==> config.mk <==
export PLATFORM = sky130hd
export DESIGN_NAME = evo_gpio_port
export DESIGN_NICKNAME = d
export VERILOG_FILES = /design/src/rtl/evo_const_pkg.sv /design/src/rtl/evo_gpio_sync.sv /design/src/rtl/evo_gpio_port.sv
export SDC_FILE = /design/constraint.sdc
export NUM_CORES = 1
export LEC_CHECK = 0
export BUFFER_PORTS_ARGS = -buffer_cell sky130_fd_sc_hd__buf_2
export CORE_MARGIN = 4
export CORE_UTILIZATION = 50
export DETAILED_ROUTE_END_ITERATION = 16
export PLACE_DENSITY = 0.77
export SLEW_MARGIN = 30
export SYNTH_ARGS = -nofsm -noshare
export SYNTH_HDL_FRONTEND = slang
export SYNTH_SLANG_ARGS = --single-unit
==> constraint.sdc <==
create_clock -name clk -period 3.4 [get_ports clk]
set_clock_uncertainty 0.15 [all_clocks]
set_input_delay 0.17 -clock clk [delete_from_list [all_inputs] [get_ports clk]]
set_output_delay 0.17 -clock clk [all_outputs]
set_load 0.01 [all_outputs]
==> src/rtl/evo_const_pkg.sv <==
// -----------------------------------------------------------------------------
// evo_const_pkg
// Shared constants and types for the evo GPIO port controller:
//   - CSR word offsets inside the 16-word block (EVO_GPIO_*_OFS)
//   - edge_mode_e : pin-change edge selection held in CTRL[1:0]
//   - ctrl_t      : packed layout of the CTRL register
//   - alias_op_e  : the write/clear/set/toggle alias encoded by offset[1:0]
//   - alias_update: applies one alias write to a 32-bit register value
// -----------------------------------------------------------------------------
package evo_const_pkg;

  localparam logic [3:0] EVO_GPIO_DIR_OFS    = 4'h0;
  localparam logic [3:0] EVO_GPIO_DIRCLR_OFS = 4'h1;
  localparam logic [3:0] EVO_GPIO_DIRSET_OFS = 4'h2;
  localparam logic [3:0] EVO_GPIO_DIRTGL_OFS = 4'h3;
  localparam logic [3:0] EVO_GPIO_OUT_OFS    = 4'h4;
  localparam logic [3:0] EVO_GPIO_OUTCLR_OFS = 4'h5;
  localparam logic [3:0] EVO_GPIO_OUTSET_OFS = 4'h6;
  localparam logic [3:0] EVO_GPIO_OUTTGL_OFS = 4'h7;
  localparam logic [3:0] EVO_GPIO_IN_OFS     = 4'h8;
  localparam logic [3:0] EVO_GPIO_CTRL_OFS   = 4'h9;
  localparam logic [3:0] EVO_GPIO_PCMSK_OFS  = 4'hA;
  localparam logic [3:0] EVO_GPIO_PCIFR_OFS  = 4'hB;

  typedef enum logic [1:0] {
    EDGE_ANY  = 2'd0,
    EDGE_RISE = 2'd1,
    EDGE_FALL = 2'd2,
    EDGE_OFF  = 2'd3
  } edge_mode_e;

  typedef struct packed {
    logic       irqen;  // bit 2
    edge_mode_e mode;   // bits [1:0]
  } ctrl_t;

  // The low two offset bits of the DIR and OUT groups select the alias.
  typedef enum logic [1:0] {
    ALIAS_WR  = 2'd0,
    ALIAS_CLR = 2'd1,
    ALIAS_SET = 2'd2,
    ALIAS_TGL = 2'd3
  } alias_op_e;

  function automatic logic [31:0] alias_update(input logic [31:0] cur,
                                               input logic [31:0] wd,
                                               input alias_op_e   op);
    logic [31:0] res;
    case (op)
      ALIAS_WR:  res = wd;
      ALIAS_CLR: res = cur & ~wd;
      ALIAS_SET: res = cur | wd;
      default:   res = cur ^ wd;
    endcase
    return res;
  endfunction

endpackage

==> src/rtl/evo_gpio_sync.sv <==
// -----------------------------------------------------------------------------
// evo_gpio_sync
// Per-bit input synchroniser of STAGES flops followed by one history flop.
// The pair (sync_o, hist_o) feeds the edge detector in the port controller.
//   clk     : system clock
//   rst_n   : asynchronous active-low reset
//   pad_i   : raw asynchronous pad levels
//   sync_o  : synchronised level (last chain stage)
//   hist_o  : sync_o delayed by one cycle
// -----------------------------------------------------------------------------
module evo_gpio_sync #(
  parameter int WIDTH  = 32,
  parameter int STAGES = 2
) (
  input  logic             clk,
  input  logic             rst_n,
  input  logic [WIDTH-1:0] pad_i,
  output logic [WIDTH-1:0] sync_o,
  output logic [WIDTH-1:0] hist_o
);

  logic [WIDTH-1:0] chain_q [STAGES];
  logic [WIDTH-1:0] hist_q;

  always_ff @(posedge clk or negedge rst_n) begin
    if (!rst_n) begin
      // NOTE: the chain is reset as well so port_in starts at 0 and the edge
      // detector sees no phantom transition when reset is released.
      for (int i = 0; i < STAGES; i++) chain_q[i] <= '0;
      hist_q <= '0;
    end else begin
      // NOTE: non-blocking assignments make every stage take the previous
      // stage's old value; blocking ones would collapse the chain to one flop.
      chain_q[0] <= pad_i;
      for (int i = 1; i < STAGES; i++) chain_q[i] <= chain_q[i-1];
      hist_q <= chain_q[STAGES-1];
    end
  end

  assign sync_o = chain_q[STAGES-1];
  assign hist_o = hist_q;

endmodule

==> src/rtl/evo_gpio_port.sv <==
// -----------------------------------------------------------------------------
// evo_gpio_port
// One GPIO port of up to 32 pads on the 12-bit/32-bit CSR bus.
//   clk, reset_n        : clock, asynchronous active-low reset
//   csr_address         : word address; block selected on [11:4] == BASE_ADDR[11:4]
//   csr_write/csr_read  : strobes; csr_writedata is the write payload
//   csr_readdata        : registered read data, 0 whenever csr_readdatavalid is 0
//   csr_readdatavalid   : one-cycle pulse, the cycle after a selected read strobe
//   pad_in              : raw pad inputs
//   port_out / port_oe  : output values / enables (OUT / DIR) to the pin mux
//   port_in             : synchronised pad levels
//   irq                 : level interrupt, CTRL.IRQEN & |PCIFR
// Bits outside the effective mask (PADMASK limited to DWIDTH) are never stored.
// -----------------------------------------------------------------------------
module evo_gpio_port
  import evo_const_pkg::*;
#(
  parameter int          DWIDTH        = 32,
  parameter logic [31:0] PADMASK       = 32'hFFFF_FFFF,
  parameter logic [11:0] BASE_ADDR     = 12'h000,
  parameter int          SYNC_STAGES   = 2,
  parameter logic [31:0] DIR_RST_VAL   = 32'h0,
  parameter logic [31:0] OUT_RST_VAL   = 32'h0,
  parameter logic [31:0] CTRL_RST_VAL  = 32'h0,
  parameter logic [31:0] PCMSK_RST_VAL = 32'h0
) (
  input  logic              clk,
  input  logic              reset_n,
  input  logic [11:0]       csr_address,
  input  logic              csr_write,
  input  logic              csr_read,
  input  logic [31:0]       csr_writedata,
  output logic [31:0]       csr_readdata,
  output logic              csr_readdatavalid,
  input  logic [DWIDTH-1:0] pad_in,
  output logic [DWIDTH-1:0] port_out,
  output logic [DWIDTH-1:0] port_oe,
  output logic [DWIDTH-1:0] port_in,
  output logic              irq
);

  // For DWIDTH == 32 the shift wraps to 0 and the subtraction to all ones,
  // which is exactly the full-width mask.
  localparam logic [31:0]       EM32 = PADMASK & ((32'd1 << DWIDTH) - 32'd1);
  localparam logic [DWIDTH-1:0] EM   = EM32[DWIDTH-1:0];

  if (DWIDTH < 1 || DWIDTH > 32) begin : g_bad_width
    $error("evo_gpio_port: DWIDTH must be 1..32");
  end
  if (SYNC_STAGES < 2 || SYNC_STAGES > 3) begin : g_bad_sync
    $error("evo_gpio_port: SYNC_STAGES must be 2..3");
  end
  if (BASE_ADDR[3:0] != 4'h0) begin : g_bad_base
    $error("evo_gpio_port: BASE_ADDR must be 16-word aligned");
  end

  // Storage is kept 32 bits wide so the read mux and alias helper work on
  // whole words; bits outside EM32 stay constant 0 and are trimmed away.
  logic [31:0] dir_q,   dir_d;
  logic [31:0] out_q,   out_d;
  logic [31:0] pcmsk_q, pcmsk_d;
  logic [31:0] pcifr_q, pcifr_d;
  ctrl_t       ctrl_q,  ctrl_d;
  logic [31:0] rdata_q, rdata_d;
  logic        rvalid_q, rvalid_d;

  logic        sel, wr_en, rd_en;
  logic [3:0]  ofs;
  alias_op_e   alias_op;
  logic [31:0] w1c;
  logic [31:0] rmux;

  logic [DWIDTH-1:0] sync_bits, hist_bits;
  logic [DWIDTH-1:0] rise, fall, evt;
  logic [31:0]       set_bits;

  // ---------------------------------------------------------------------------
  // Input path: unimplemented pads are masked before the synchroniser so
  // port_in and IN read 0 there.
  // ---------------------------------------------------------------------------
  evo_gpio_sync #(
    .WIDTH  (DWIDTH),
    .STAGES (SYNC_STAGES)
  ) u_sync (
    .clk    (clk),
    .rst_n  (reset_n),
    .pad_i  (pad_in & EM),
    .sync_o (sync_bits),
    .hist_o (hist_bits)
  );

  assign rise = sync_bits & ~hist_bits;
  assign fall = ~sync_bits & hist_bits;

  always_comb begin
    case (ctrl_q.mode)
      EDGE_ANY:  evt = rise | fall;
      EDGE_RISE: evt = rise;
      EDGE_FALL: evt = fall;
      default:   evt = '0;
    endcase
  end

  assign set_bits = 32'(evt) & pcmsk_q & EM32;

  // ---------------------------------------------------------------------------
  // CSR decode and register next-state
  // ---------------------------------------------------------------------------
  assign sel      = (csr_address[11:4] == BASE_ADDR[11:4]);
  assign ofs      = csr_address[3:0];
  assign wr_en    = sel & csr_write;
  assign rd_en    = sel & csr_read;
  assign alias_op = alias_op_e'(ofs[1:0]);

  always_comb begin
    // NOTE: every next-state value starts from its hold value, so no branch
    // can leave it unassigned and infer a latch.
    dir_d   = dir_q;
    out_d   = out_q;
    ctrl_d  = ctrl_q;
    pcmsk_d = pcmsk_q;
    w1c     = '0;
    if (wr_en) begin
      case (ofs)
        EVO_GPIO_DIR_OFS, EVO_GPIO_DIRCLR_OFS,
        EVO_GPIO_DIRSET_OFS, EVO_GPIO_DIRTGL_OFS:
          dir_d = alias_update(dir_q, csr_writedata, alias_op) & EM32;
        EVO_GPIO_OUT_OFS, EVO_GPIO_OUTCLR_OFS,
        EVO_GPIO_OUTSET_OFS, EVO_GPIO_OUTTGL_OFS:
          out_d = alias_update(out_q, csr_writedata, alias_op) & EM32;
        EVO_GPIO_CTRL_OFS:  ctrl_d  = ctrl_t'(csr_writedata[2:0]);
        EVO_GPIO_PCMSK_OFS: pcmsk_d = csr_writedata & EM32;
        EVO_GPIO_PCIFR_OFS: w1c     = csr_writedata;
        default: ;  // IN is read-only, C..F reserved
      endcase
    end
    // A new event wins over a same-cycle write-1-to-clear of that flag.
    pcifr_d = (pcifr_q & ~w1c) | set_bits;
  end

  // Read mux works on pre-write register values, so a read colliding with a
  // write returns the old contents.
  always_comb begin
    case (ofs)
      EVO_GPIO_DIR_OFS, EVO_GPIO_DIRCLR_OFS,
      EVO_GPIO_DIRSET_OFS, EVO_GPIO_DIRTGL_OFS: rmux = dir_q;
      EVO_GPIO_OUT_OFS, EVO_GPIO_OUTCLR_OFS,
      EVO_GPIO_OUTSET_OFS, EVO_GPIO_OUTTGL_OFS: rmux = out_q;
      EVO_GPIO_IN_OFS:    rmux = 32'(sync_bits);
      EVO_GPIO_CTRL_OFS:  rmux = {29'b0, ctrl_q};
      EVO_GPIO_PCMSK_OFS: rmux = pcmsk_q;
      EVO_GPIO_PCIFR_OFS: rmux = pcifr_q;
      default:            rmux = '0;
    endcase
    // Zero when idle so several slaves can be OR-combined on the fabric.
    rdata_d  = rd_en ? rmux : '0;
    rvalid_d = rd_en;
  end

  // ---------------------------------------------------------------------------
  // State
  // ---------------------------------------------------------------------------
  always_ff @(posedge clk or negedge reset_n) begin
    if (!reset_n) begin
      dir_q    <= DIR_RST_VAL & EM32;
      out_q    <= OUT_RST_VAL & EM32;
      ctrl_q   <= ctrl_t'(CTRL_RST_VAL[2:0] & EM32[2:0]);
      pcmsk_q  <= PCMSK_RST_VAL & EM32;
      pcifr_q  <= '0;
      rdata_q  <= '0;
      rvalid_q <= 1'b0;
    end else begin
      dir_q    <= dir_d;
      out_q    <= out_d;
      ctrl_q   <= ctrl_d;
      pcmsk_q  <= pcmsk_d;
      pcifr_q  <= pcifr_d;
      rdata_q  <= rdata_d;
      rvalid_q <= rvalid_d;
    end
  end

  assign csr_readdata      = rdata_q;
  assign csr_readdatavalid = rvalid_q;
  assign port_out          = out_q[DWIDTH-1:0];
  assign port_oe           = dir_q[DWIDTH-1:0];
  assign port_in           = sync_bits;
  assign irq               = ctrl_q.irqen & (|pcifr_q);

endmodule

==> results.md <==
* Outcome: completed
* Syn Area/Cell at 11.6 µm²
* Min-delay src: pad_in[1]
* Core area at 0.0309 mm²
* Die height at 186 µm
* CTS sink count at 260
* Ant. Diodes at 0
* Hold Path Stages at 2
* DRC at 0
* YS warnings at 0
* Final Max Tran Viols at 0
* Vias/cell at 5.64
* Initial antenna violation count at 1
* Endpoint class of the critical path: output port
* Dpl hpwl at 27.2 mm
* Sequential area share after synthesis at 0.411
* Clock slew at reported path FFs at around 0.06 ns
* Pwr/cell area at 395 mW/mm²
* Worst hold path class: primary input to flip-flop
* Antenna Nets Post-Route at 0
* Vias in the first global route at approximately 12000
* Crit Path Max Fanout at 3
* WL final at approximately 41 mm
* Worst-Skew Late Latency at 0.56 ns
* Post-Route Utilization at 0.608
* H-Tree Level Count at 1
* Top-count cell post-synth: dfrtp_1
* Clock root cell: clkbuf_16
* Worst Tran Pin Value at approximately 0.91 ns
* WS Path Type: flip-flop to output port
* Final Setup Violations at 0
* Fin Hold WS at around 0.094 ns
* Share of layout cells above drive strength 1 at 0.285
* R2r endpoint: port_oe[6]$_DFFE_PN0P_
* EDFF count, synth at 0
* Fmax at 0.395 GHz
* Largest net degree at the start of global routing at 95
* Leak at roughly 9.4 nW
* Initial DRC Count at around 650
* CTS tree: built
* Reg2Reg Depth at 4
* Synth top cells by count: 260 x dfrtp_1, 225 x inv_1, 192 x ha_1, 69 x mux2_2
* Yosys cell types at 34
* Worst rel slew slack at 0.392
* Row cnt at 64
* Startpoint Class: flip-flop
* Post-synth ARST share at 1.00
* Tmin final at 2.53 ns
* Via count at about 11000
* Critical Path AT at about 2.2 ns
* Dominant synthesized flop cell: dfrtp_1
* Syn nets at between 1500 and 2000
* Sum Neg Setup Slack at 0 ns
* Total GRT Usage at 0.238
* Leading area contributor after synthesis: dfrtp_1
* Max-cap violations at 0
* Peak supply drop at between 0.3 and 0.4 mV
* Top post-synthesis cells by area: dfrtp_1 41%, ha_1 15%, mux4_2 9.1%, inv_1 5.3%, mux2_2 4.9%
* Initial DRT Pass Iterations at 8
* First-pass GRT wire length at approximately 65 mm
* NumNets Final at 1867
* Final Cycle Share at 0.745
* CTS Buffer Depth at 3
* I/O Pins at 210
* Gpl congestion at 0.812
* Area Overhead vs Synth at 18.8%
* Synth Register Bits at 260
* CTS Buf Count at 31
* Cells after synthesis at 1369
* Die area at roughly 0.035 mm²
* Reg2Reg Launch Point: port_oe[6]$_DFFE_PN0P_
* Hold Path Sink: u_sync.chain_q[33]$_DFF_PN0_
* Die Wd at roughly 190 µm
* Global route total overflow at 0
* Yosys top cell area share at 0.411
* Fin. Hold Viols at 0
* IO Port Bufs at about 210
* CP Data Required Time at around 3 ns
* Cell area after synthesis at around 0.016 mm²
* RSZ-0062 raised after global routing: false
* Routed len/inst at 20.5 µm
* Initial Util at 0.512
* R2r setup slk at approximately 1.6 ns
[flip-flops by register name (all words and copies together), names as in the netlist]
signal             flops
ctrl_q                 3
pcifr_q               32
pcmsk_q               32
port_oe               32
csr_readdatavalid      1
u_sync.chain_q        32
port_out              32
csr_readdata          32
u_sync.sync_o         32
u_sync.hist_o         32
[repair_timing]
| action | in CTS | in global routing |
|---|---|---|
| buffers inserted | 0 | 0 |
| endpoints found under the hold margin | 238 | 0 |
| hold buffers | 67 | 0 |
| gates resized for setup | 0 | 0 |
[kinds of logic (layout without fill, tap and decap cells)]
family          after synthesis  in the layout  synth area share
buf+inv                     334            583            0.0897
flops                       260            260             0.411
simple gates                249            249            0.0886
mux                         227            227             0.209
fa+ha+maj                   192            192             0.152
compound gates              107            107            0.0497
[area by class of cell]
cell class | instances | area [µm²]
clock buffers | 37 | 848
clock inverters | 19 | 218
fillers | 2401 | 12100
inverters | 225 | 845
multi-input cells | 775 | 7920
flip-flops and latches | 260 | 6510
well taps | 396 | 495
repair buffers | 302 | 1960
[report_power, final]
group          switching [mW]  internal (mW)
combinational           0.405          0.352
sequential             0.0689           3.17
clock                    1.36           2.07
total                    1.83           5.59
[worst max path at each step]
stage                          start                 endpoint  slack [ns]  cells after the start
5_1_grt        pcifr_q[30]$_DFF_PN0_                      irq        0.84                      4
4_1_cts        pcifr_q[30]$_DFF_PN0_                      irq        0.90                      4
3_3_place_gp          csr_address[9]   port_oe[2]$_DFFE_PN0P_        0.69                      4
6_report       pcifr_q[12]$_DFF_PN0_                      irq        0.87                      4
3_5_place_dp          csr_address[9]   port_oe[6]$_DFFE_PN0P_        0.66                      4
2_1_floorplan         csr_address[5]  port_oe[10]$_DFFE_PN0P_        1.23                      6
[per-stage QoR]
| stage | std cells | cell area, µm² | power, mW | setup slack, ns |
|---|---|---|---|---|
| final | 2014 | 18800 | 7.42 | 0.869 |
| after CTS | 2013 | 18800 | 7.50 | 0.904 |
| after floorplan | 1369 | 15800 | 3.71 | 1.23 |
| after global routing | 2014 | 18800 | 7.74 | 0.840 |
| after detailed placement | 1890 | 17000 | 3.99 | 0.661 |
| after global placement | 1890 | 17000 | 3.95 | 0.691 |
[cell usage in the layout (no fill, tap or decap), drive strengths merged]
master,n
o22a,32
mux2i,64
dfrtp,260
nor4,11
and3,1
nand4b,26
nand2b,51
and2,7
nor2b,8
nor2,7
bufinv,4
mux4,64
and4b,1
o21ai,7
mux2,99
clkbuf,37
a21oi,32
o21a,1
ha,192
o41ai,32
nand2,62
dlygate4sd3,67
nand3,64
inv,225
nand4,5
a22oi,3
buf,235
or4,3
nor4bb,2
clkinvlp,9
or3b,1
clkinv,6
[routing by layer]
metal / track usage / wire (µm) / share of wire / vias up
li1: - / - / - / 5128
met1: 0.310 / 16800 / 0.41 / 5729
met2: 0.404 / 20200 / 0.49 / 425
met3: 0.0453 / 3000 / 0.073 / 83
met4: 0.0732 / 1200 / 0.029 / 2
met5: 0 / 13 / 0.00032 / -
[worst max-delay path: stages, from the launching register on]
cell and delay [ns]:
dfrtp_1 0.42, nor4_1 0.64, nand4_1 0.16, o21a_1 0.27, buf_2 0.16
Note: power is estimated with default switching activity, not from simulation.
